==> src/rtl/booth_mpy_pkg.sv <==
// Shared types for the iterative radix-4 Booth multiplier: FSM states,
// Booth digit codes and the digit-count helper.
package booth_mpy_pkg;

  typedef enum logic [1:0] {IDLE, CALC, DONE} state_t;

  typedef enum logic [2:0] {ZERO, POS1, POS2, NEG1, NEG2} booth_dig_t;

  // Radix-4 digits over the (width+2)-bit extended multiplier.
  function automatic int booth_ndig(input int width);
    return (width + 2) / 2;
  endfunction

endpackage

==> src/rtl/booth_r4_enc.sv <==
// Radix-4 Booth digit encoder: turns a multiplier triplet into a partial
// product of a_ext; negative digits come out inverted with neg as carry-in.
module booth_r4_enc
  import booth_mpy_pkg::*;
#(
  parameter int WIDTH = 32
) (
  input  logic [2:0]       trip,
  input  logic [WIDTH+1:0] a_ext,
  output logic [WIDTH+3:0] pp,
  output logic             neg
);

  booth_dig_t       dig;
  logic [WIDTH+3:0] mag;

  always_comb begin
    dig = ZERO;
    case (trip)
      3'b001, 3'b010: dig = POS1;
      3'b011:         dig = POS2;
      3'b100:         dig = NEG2;
      3'b101, 3'b110: dig = NEG1;
      default:        dig = ZERO;
    endcase

    mag = '0;
    case (dig)
      POS1, NEG1: mag = {{2{a_ext[WIDTH+1]}}, a_ext};
      POS2, NEG2: mag = {a_ext[WIDTH+1], a_ext, 1'b0};
      default:    mag = '0;
    endcase

    neg = (dig == NEG1) || (dig == NEG2);
    pp  = neg ? ~mag : mag;
  end

endmodule

==> src/rtl/booth_mpy_seq.sv <==
// Iterative radix-4 Booth multiplier: one digit per clock, signed/unsigned
// per operation, valid/ready on both sides.
module booth_mpy_seq
  import booth_mpy_pkg::*;
#(
  parameter int WIDTH = 32
) (
  input  logic               clk,
  input  logic               rst_n,
  input  logic               in_valid,
  output logic               in_ready,
  input  logic [WIDTH-1:0]   a,
  input  logic [WIDTH-1:0]   b,
  input  logic               is_signed,
  output logic               out_valid,
  input  logic               out_ready,
  output logic [2*WIDTH-1:0] p
);

  localparam int NDIG = booth_ndig(WIDTH);
  localparam int CW   = $clog2(NDIG + 1);

  state_t           state_q, state_d;
  logic [WIDTH+3:0] acc_q;
  logic [WIDTH+1:0] mul_q;
  logic             prev_q;
  logic [WIDTH+1:0] a_q;
  logic [CW-1:0]    cnt_q;
  logic [2*WIDTH-1:0] p_q;

  logic [WIDTH+3:0] pp, sum, acc_sh;
  logic [WIDTH+1:0] mul_sh;
  logic             neg, last;

  booth_r4_enc #(.WIDTH(WIDTH)) u_enc (
    .trip  ({mul_q[1:0], prev_q}),
    .a_ext (a_q),
    .pp    (pp),
    .neg   (neg)
  );

  // Accumulator and multiplier shift together as one (2*WIDTH+6)-bit word.
  assign sum    = acc_q + pp + {{(WIDTH+3){1'b0}}, neg};
  assign acc_sh = {{2{sum[WIDTH+3]}}, sum[WIDTH+3:2]};
  assign mul_sh = {sum[1:0], mul_q[WIDTH+1:2]};
  assign last   = (cnt_q == CW'(NDIG - 1));

  always_comb begin
    state_d = state_q;
    case (state_q)
      IDLE:    if (in_valid) state_d = CALC;
      CALC:    if (last)     state_d = DONE;
      DONE:    if (out_ready) state_d = IDLE;
      default: state_d = IDLE;
    endcase
  end

  always_ff @(posedge clk or negedge rst_n) begin
    if (!rst_n) state_q <= IDLE;
    else        state_q <= state_d;
  end

  always_ff @(posedge clk or negedge rst_n) begin
    if (!rst_n) begin
      acc_q  <= '0;
      mul_q  <= '0;
      prev_q <= 1'b0;
      a_q    <= '0;
      cnt_q  <= '0;
      p_q    <= '0;
    end else if (state_q == IDLE && in_valid) begin
      acc_q  <= '0;
      mul_q  <= is_signed ? {{2{b[WIDTH-1]}}, b} : {2'b00, b};
      a_q    <= is_signed ? {{2{a[WIDTH-1]}}, a} : {2'b00, a};
      prev_q <= 1'b0;
      cnt_q  <= '0;
    end else if (state_q == CALC) begin
      acc_q  <= acc_sh;
      mul_q  <= mul_sh;
      prev_q <= mul_q[1];
      cnt_q  <= cnt_q + CW'(1);
      if (last) p_q <= {acc_sh[WIDTH-3:0], mul_sh};
    end
  end

  assign in_ready  = (state_q == IDLE);
  assign out_valid = (state_q == DONE);
  assign p         = p_q;

endmodule

==> config.mk <==
export PLATFORM = sky130hd
export DESIGN_NAME = booth_mpy_seq
export DESIGN_NICKNAME = d
export VERILOG_FILES = /design/src/rtl/booth_mpy_pkg.sv /design/src/rtl/booth_r4_enc.sv /design/src/rtl/booth_mpy_seq.sv
export SDC_FILE = /design/constraint.sdc
export NUM_CORES = 1
export LEC_CHECK = 0
export ABC_AREA = 1
export ABC_CLOCK_PERIOD_IN_PS = 3500
export BUFFER_PORTS_ARGS = -buffer_cell sky130_fd_sc_hd__buf_2
export CAP_MARGIN = 20
export CORE_UTILIZATION = 60
export CTS_BUF_LIST = sky130_fd_sc_hd__clkbuf_4
export DETAILED_ROUTE_END_ITERATION = 6
export PLACE_DENSITY = 0.91
export SYNTH_ARGS = -nofsm -noshare
export SYNTH_HDL_FRONTEND = slang
export SYNTH_SLANG_ARGS = --single-unit
==> constraint.sdc <==
create_clock -name clk -period 3.5 [get_ports clk]
set_input_delay 0.525 -clock clk [delete_from_list [all_inputs] [get_ports clk]]
set_output_delay 0.525 -clock clk [all_outputs]
set_load 0.02 [all_outputs]
# Word level (Yosys, flattened, before mapping)
# Index checks and enable logic that the tools add are counted.
# W data, S select, Z words.
# word_totals
mem_bits_rw,0
inputBits,69
output_inout_bits,66
romBits,0
latch_bits,0
elab_cells,55
memories,0
regBits,176
# op_classes
order_cmp,0
reduce_logical,10
bitwise,2
muxes,17
eq_ne,16
n_shift,0
multipliers,0
div_mod_pow,0
add_sub_neg,3
# ops
cell,n
$mux W34,4
$mux W36,3
$pmux W36 S2,1
$add A36 B1 Y36,1
$add A36 B36 Y36,1
$not A36 Y36,1
$eq A3 B2 Y1 const B,4
$eq A3 B3 Y1 const B,4
$pmux W3 S4,1
$mux W5,2
$reduce_or A2 Y1,4
$eq A3 B1 Y1 const B,2
$mux W2,3
$pmux W2 S3,1
$reduce_and A3 Y1,2
$add A5 B1 Y5 const B,1
$eq A5 B5 Y1 const B,1
$ne A2 B2 Y1 const B,2
$eq A2 B1 Y1 const B,1
$eq A2 B2 Y1 const B,1
$logic_not A2 Y1,1
$mux W1,2
$ne A2 B1 Y1 const B,1
$reduce_bool A2 Y1,1
other kinds (3),3

# Longest topological paths before layout
# logic_depth
word_depth,12
ltp_mapped,22

# By module
# From an unflattened synthesis, not the netlist that was laid out.
# unflattened
cells_unflattened,1427
hier_area_um2,10141.0
# by_module_without_submodules
module,area_per_inst_um2,n_inst,cells_per_inst,seq_area_each_um2
booth_mpy_seq,9130.0,1,1200,4329.2
booth_r4_enc,1011.0,1,227,0.0

# Least setup slack after synthesis
# OpenSTA, ideal clock, no wires.
# synth_timing
path_kind,flip-flop to flip-flop
startpoint,reg mul_q[0]
endpoint,reg acc_q[10]
path_stages_with_launch,16
period_less_slack_ns,3.052
slack_ns,0.448
arrival_time_ns,2.918
path_cell_list,dfrtp_1 -> inv_1 -> ha_1 -> o211ai_1 -> clkbuf_1 -> o22ai_1 -> xor2_1 -> ha_1 -> a21oi_2 -> nand2_2 -> a21oi_4 -> o21ai_4 -> and2_1 -> nor2_1 -> xor2_1 -> o21ai_0
# synth_between
elab_chain_cells,12
# synth_rtl
element,line,rtl
from (decl),booth_mpy_seq.sv:25,logic [WIDTH+1:0] mul_q;
from (signal assigned),booth_mpy_seq.sv:73,"mul_q <= is_signed ? {{2{b[WIDTH-1]}}, b} : {2'b00, b};"
from (signal assigned),booth_mpy_seq.sv:79,mul_q <= mul_sh;
$eq A3 B3 Y1 (tied with other cells),booth_r4_enc.sv:19,case (trip)
$reduce_or A2 Y1,booth_r4_enc.sv:19,
$pmux W3 S4 (*),booth_r4_enc.sv:19,
$eq A3 B2 Y1 (tied with other cells),booth_r4_enc.sv:28,case (dig)
$reduce_or A2 Y1,booth_r4_enc.sv:28,
$pmux W36 S2,booth_r4_enc.sv:28,
$not A36 Y36,booth_r4_enc.sv:35,pp = neg ? ~mag : mag;
$mux W36,booth_r4_enc.sv:35,
$add A36 B36 Y36,booth_mpy_seq.sv:43,"assign sum = acc_q + pp + {{(WIDTH+3){1'b0}}, neg};"
$add A36 B1 Y36 (*),booth_mpy_seq.sv:43,
$mux W36 (*),booth_mpy_seq.sv:77,end else if (state_q == CALC) begin
$mux W36 (*),booth_mpy_seq.sv:71,end else if (state_q == IDLE && in_valid) begin
to (signal assigned),booth_mpy_seq.sv:78,acc_q <= acc_sh;
to (decl),booth_mpy_seq.sv:24,logic [WIDTH+3:0] acc_q;
# Every way passes the cells marked *; elsewhere a longest branch is shown, timed or not. The select of a mux whose other input is x is not followed.
# A chain may end at the register's enable or synchronous reset.

# Worst setup path in the final report
# layout_timing
startpoint,reg mul_q[0]
endpoint,reg p_q[45] (netlist: p[45])
# layout_between
elab_chain_cells,10
# layout_rtl
element,line,rtl
$eq A3 B3 Y1 (tied with other cells),booth_r4_enc.sv:19,
$reduce_or A2 Y1,booth_r4_enc.sv:19,
$pmux W3 S4 (*),booth_r4_enc.sv:19,
$eq A3 B2 Y1 (tied with other cells),booth_r4_enc.sv:28,
$reduce_or A2 Y1,booth_r4_enc.sv:28,
$pmux W36 S2,booth_r4_enc.sv:28,
$not A36 Y36,booth_r4_enc.sv:35,
$mux W36,booth_r4_enc.sv:35,
$add A36 B36 Y36,booth_mpy_seq.sv:43,
$add A36 B1 Y36 (*),booth_mpy_seq.sv:43,
to (signal assigned),booth_mpy_seq.sv:82,"if (last) p_q <= {acc_sh[WIDTH-3:0], mul_sh};"
to (decl),booth_mpy_seq.sv:29,logic [2*WIDTH-1:0] p_q;
# Every way passes the cells marked *; elsewhere a longest branch is shown, timed or not.

==> flow_summary.yaml <==
routing:
  avgRoutedWirePerCell_um: 16.9
  via_per_inst: 5.71
  first_pass_iters: 5
  drt_wl_total_mm: 26.3
  ant_nets: 0
  vias: 8915
  drt_iter0_drc: 821
  drc: 0
outcome:
  failed_checks: "negative setup slack"
  outcome: "finished, violations left"
final_layout:
  fin_util: 0.730
  layout.cells.non_filler: 1560
  area_growth_syn_to_layout_pct: 17.0
  drive_gt1_frac: 0.202
  nNetsFinal: 1444
timing:
  max_freq_mhz: 281
  finalSetupViolations: 4
  report.final.slew_viol_count: 0
  final_hold_viol_count: 0
  worst_pin_slew_ns: 0.871
  fin_crit_sh: 1.02
  slew_headroom: 0.419
  fin_ws_ns: -0.0536
  fin_skew_ns: 0.0243
  fin_tns_setup_ns: -0.120
  fin_crit_ns: 3.55
global_route:
  grt_pass1_vias: 8058
  track_usage: 0.309
  antenna_found_initial: 1
  grt_start_max_net_pins: 99
  grt_overflow: 0
  grt_first_pass_wirelength_mm: 39.7
setup_path:
  worstPathCellList: "inv_1 -> ha_2 -> nor2_2 -> o211ai_1 -> buf_4 -> buf_12 -> buf_8 -> o22ai_1 -> xor2_1 -> ha_1 -> nand2_1 -> nor2_1 -> nor2_1 -> o21ai_1 -> o21bai_1 -> nand2_1 -> nand2_1 -> or2_1 -> nand3_1 -> nand2_1"
  cp_common_cell: "nand2_1"
  crit_required_ns: 4.00
  critPathSlowestCell: "dfrtp_1"
  worst_ep_arrival_time_ns: 4.05
  cp-end-kind: "flop"
  critPathMaxStageDelay_ns: 0.42
  critPathKind: "flop to flop"
  cpLargestDelayFamily: "simple AND/OR/NAND/NOR gates"
  worst-path-max-fanout: 16
  cp-start-kind: "flop"
  timing.critical_path.buf_inv: 4
yosys:
  ys_seq_elements: 173
  synth_nets: 1311
  synth_area_um2: 9590
  synth.distinct_cells: 42
  synth.avg_cell_area_um2: 7.97
  synth_warnings: 0
  syn-instance-count: 1202
  yosysSeqAreaShare: 0.452
floorplan:
  rows: 45
  coreArea_um2: 15400
  die_h_um: 128
  initial_core_util: 0.624
  dieWidth_um: 128
  pin_count: 135
  die_area_um2: 16500
clock_network:
  cts_tree: "done"
  clock_sinks: 173
  cts_made_buffers: 17
  cts.clk_slew.worst_paths_ns: 0.17
  cts_buffer_depth: 2
  insertion_delay_ns: 0.61
  clock-root-buffer: "clkbuf_4"
  htreeDepth: 4
hold_path:
  hp-class: "primary input to flop"
place:
  port_buffers: 134
  place_inst: 1518
  gp_congestion: 0.986
  place_ws_ns: 0.0589
  hpwlAfterDp_mm: 18.4
flow_run:
  max-cap-violations: 0
==> state kept, by name, summed over array words and instances (netlist names) <==
register  cells
a_q          33
cnt_q         5
prev_q        1
p            64
acc_q        34
mul_q        34
state_q       2
==> worst paths after layout <==
kind                       startpoint    endpoint  slack (ns)  cells after the start
max                          mul_q[0]       p[45]       -0.05                     20
min                         out_ready  state_q[1]        0.07                      2
max reg2reg                  mul_q[0]       p[45]       -0.05                     20
min reg2reg                     p[55]       p[55]        0.50                      2
max in group asynchronous       rst_n     a_q[26]        2.12                      3
min in group asynchronous       rst_n       p[11]        0.54                      2
==> what timing repair did <==
item                                    CTS  global route
cloned                                    0             2
endpoints found under the setup margin    1            38
hold endpoints to repair                 19             0
setup buffers                             0             6
gates resized for setup                   0            61
hold buffers                              1             0
pin swaps                                 1            14
==> stage by stage <==
stage / cell area (um^2) / hold WS [ns]
floorplan: 9590 / 0.229
global placement: 10500 / 0.455
detailed placement: 10500 / 0.461
CTS: 10900 / 0.0347
global route: 11200 / 0.0508
finish: 11200 / 0.0696
==> layer usage <==
metal | wire length [um] | track usage | vias up
li1 | - | - | 4217
met1 | 11400 | 0.446 | 4208
met2 | 12000 | 0.485 | 420
met3 | 2180 | 0.0453 | 70
met4 | 792 | 0.101 | 0
met5 | 0 | 0 | -
==> synth_stat cells (all sizes together) <==
master	count	area [um^2]
nor2	74	298
or2	4	25.0
nand4	5	31.3
o221ai	4	35.0
dfrtp	173	4330
a21o	6	45.0
a21oi	40	219
inv	146	548
nor3	5	30.0
xor2	37	324
o22ai	35	219
o31ai	1	7.51
nand3	51	265
buf	11	52.6
nor4	4	31.3
o21a	1	7.51
nand3b	12	90.1
nand2	303	1150
ha	39	488
clkbuf	38	143
fa	1	20.0
and3	1	6.26
and2	1	6.26
xnor2	11	96.3
o211ai	3	22.5
a21boi	2	15.0
a31oi	5	31.3
o21bai	6	45.0
o21ai	153	777
a22oi	30	225
==> cells by family after synthesis <==
| family | Yosys count | synth area share |
|---|---|---|
| AO/OA/AOI/OAI | 286 | 0.172 |
| buffers and inverters | 195 | 0.0775 |
| AND/OR/NAND/NOR | 460 | 0.202 |
| flip-flops | 173 | 0.452 |
| XOR/XNOR | 48 | 0.0439 |
| adder cells (fa/ha/maj) | 40 | 0.0530 |
==> area by class of cell <==
class	count	area [um^2]
antenna	1	2.50
clock buffer	17	128
clock inverter	15	189
fill	1159	4150
inverter	146	548
multi-input combinational	834	4750
sequential	173	4330
tap	211	264
timing repair buffer	163	1000
==> cell usage in the layout, fill, tap and decap left out, drive strengths merged, types with 5 or more instances in the layout <==
| cell type | Yosys | routed |
|---|---|---|
| nand2 | 303 | 303 |
| dfrtp | 173 | 173 |
| buf | 11 | 160 |
| o21ai | 153 | 153 |
| inv | 146 | 153 |
| nor2 | 74 | 74 |
| nand3 | 51 | 51 |
| a21oi | 40 | 40 |
| ha | 39 | 39 |
| xor2 | 37 | 37 |
| o22ai | 35 | 35 |
| a22oi | 30 | 30 |
| clkbuf | 38 | 19 |
| nand3b | 12 | 12 |
| xnor2 | 11 | 11 |
| clkinv | 0 | 7 |
| o21bai | 6 | 6 |
| a21o | 6 | 6 |
| nand4 | 5 | 5 |
| a31oi | 5 | 5 |
| nor3 | 5 | 5 |
Power is left out: the tool's default activity adds up to more than one toggle a clock period on the data nets, which glitch-free logic cannot reach.
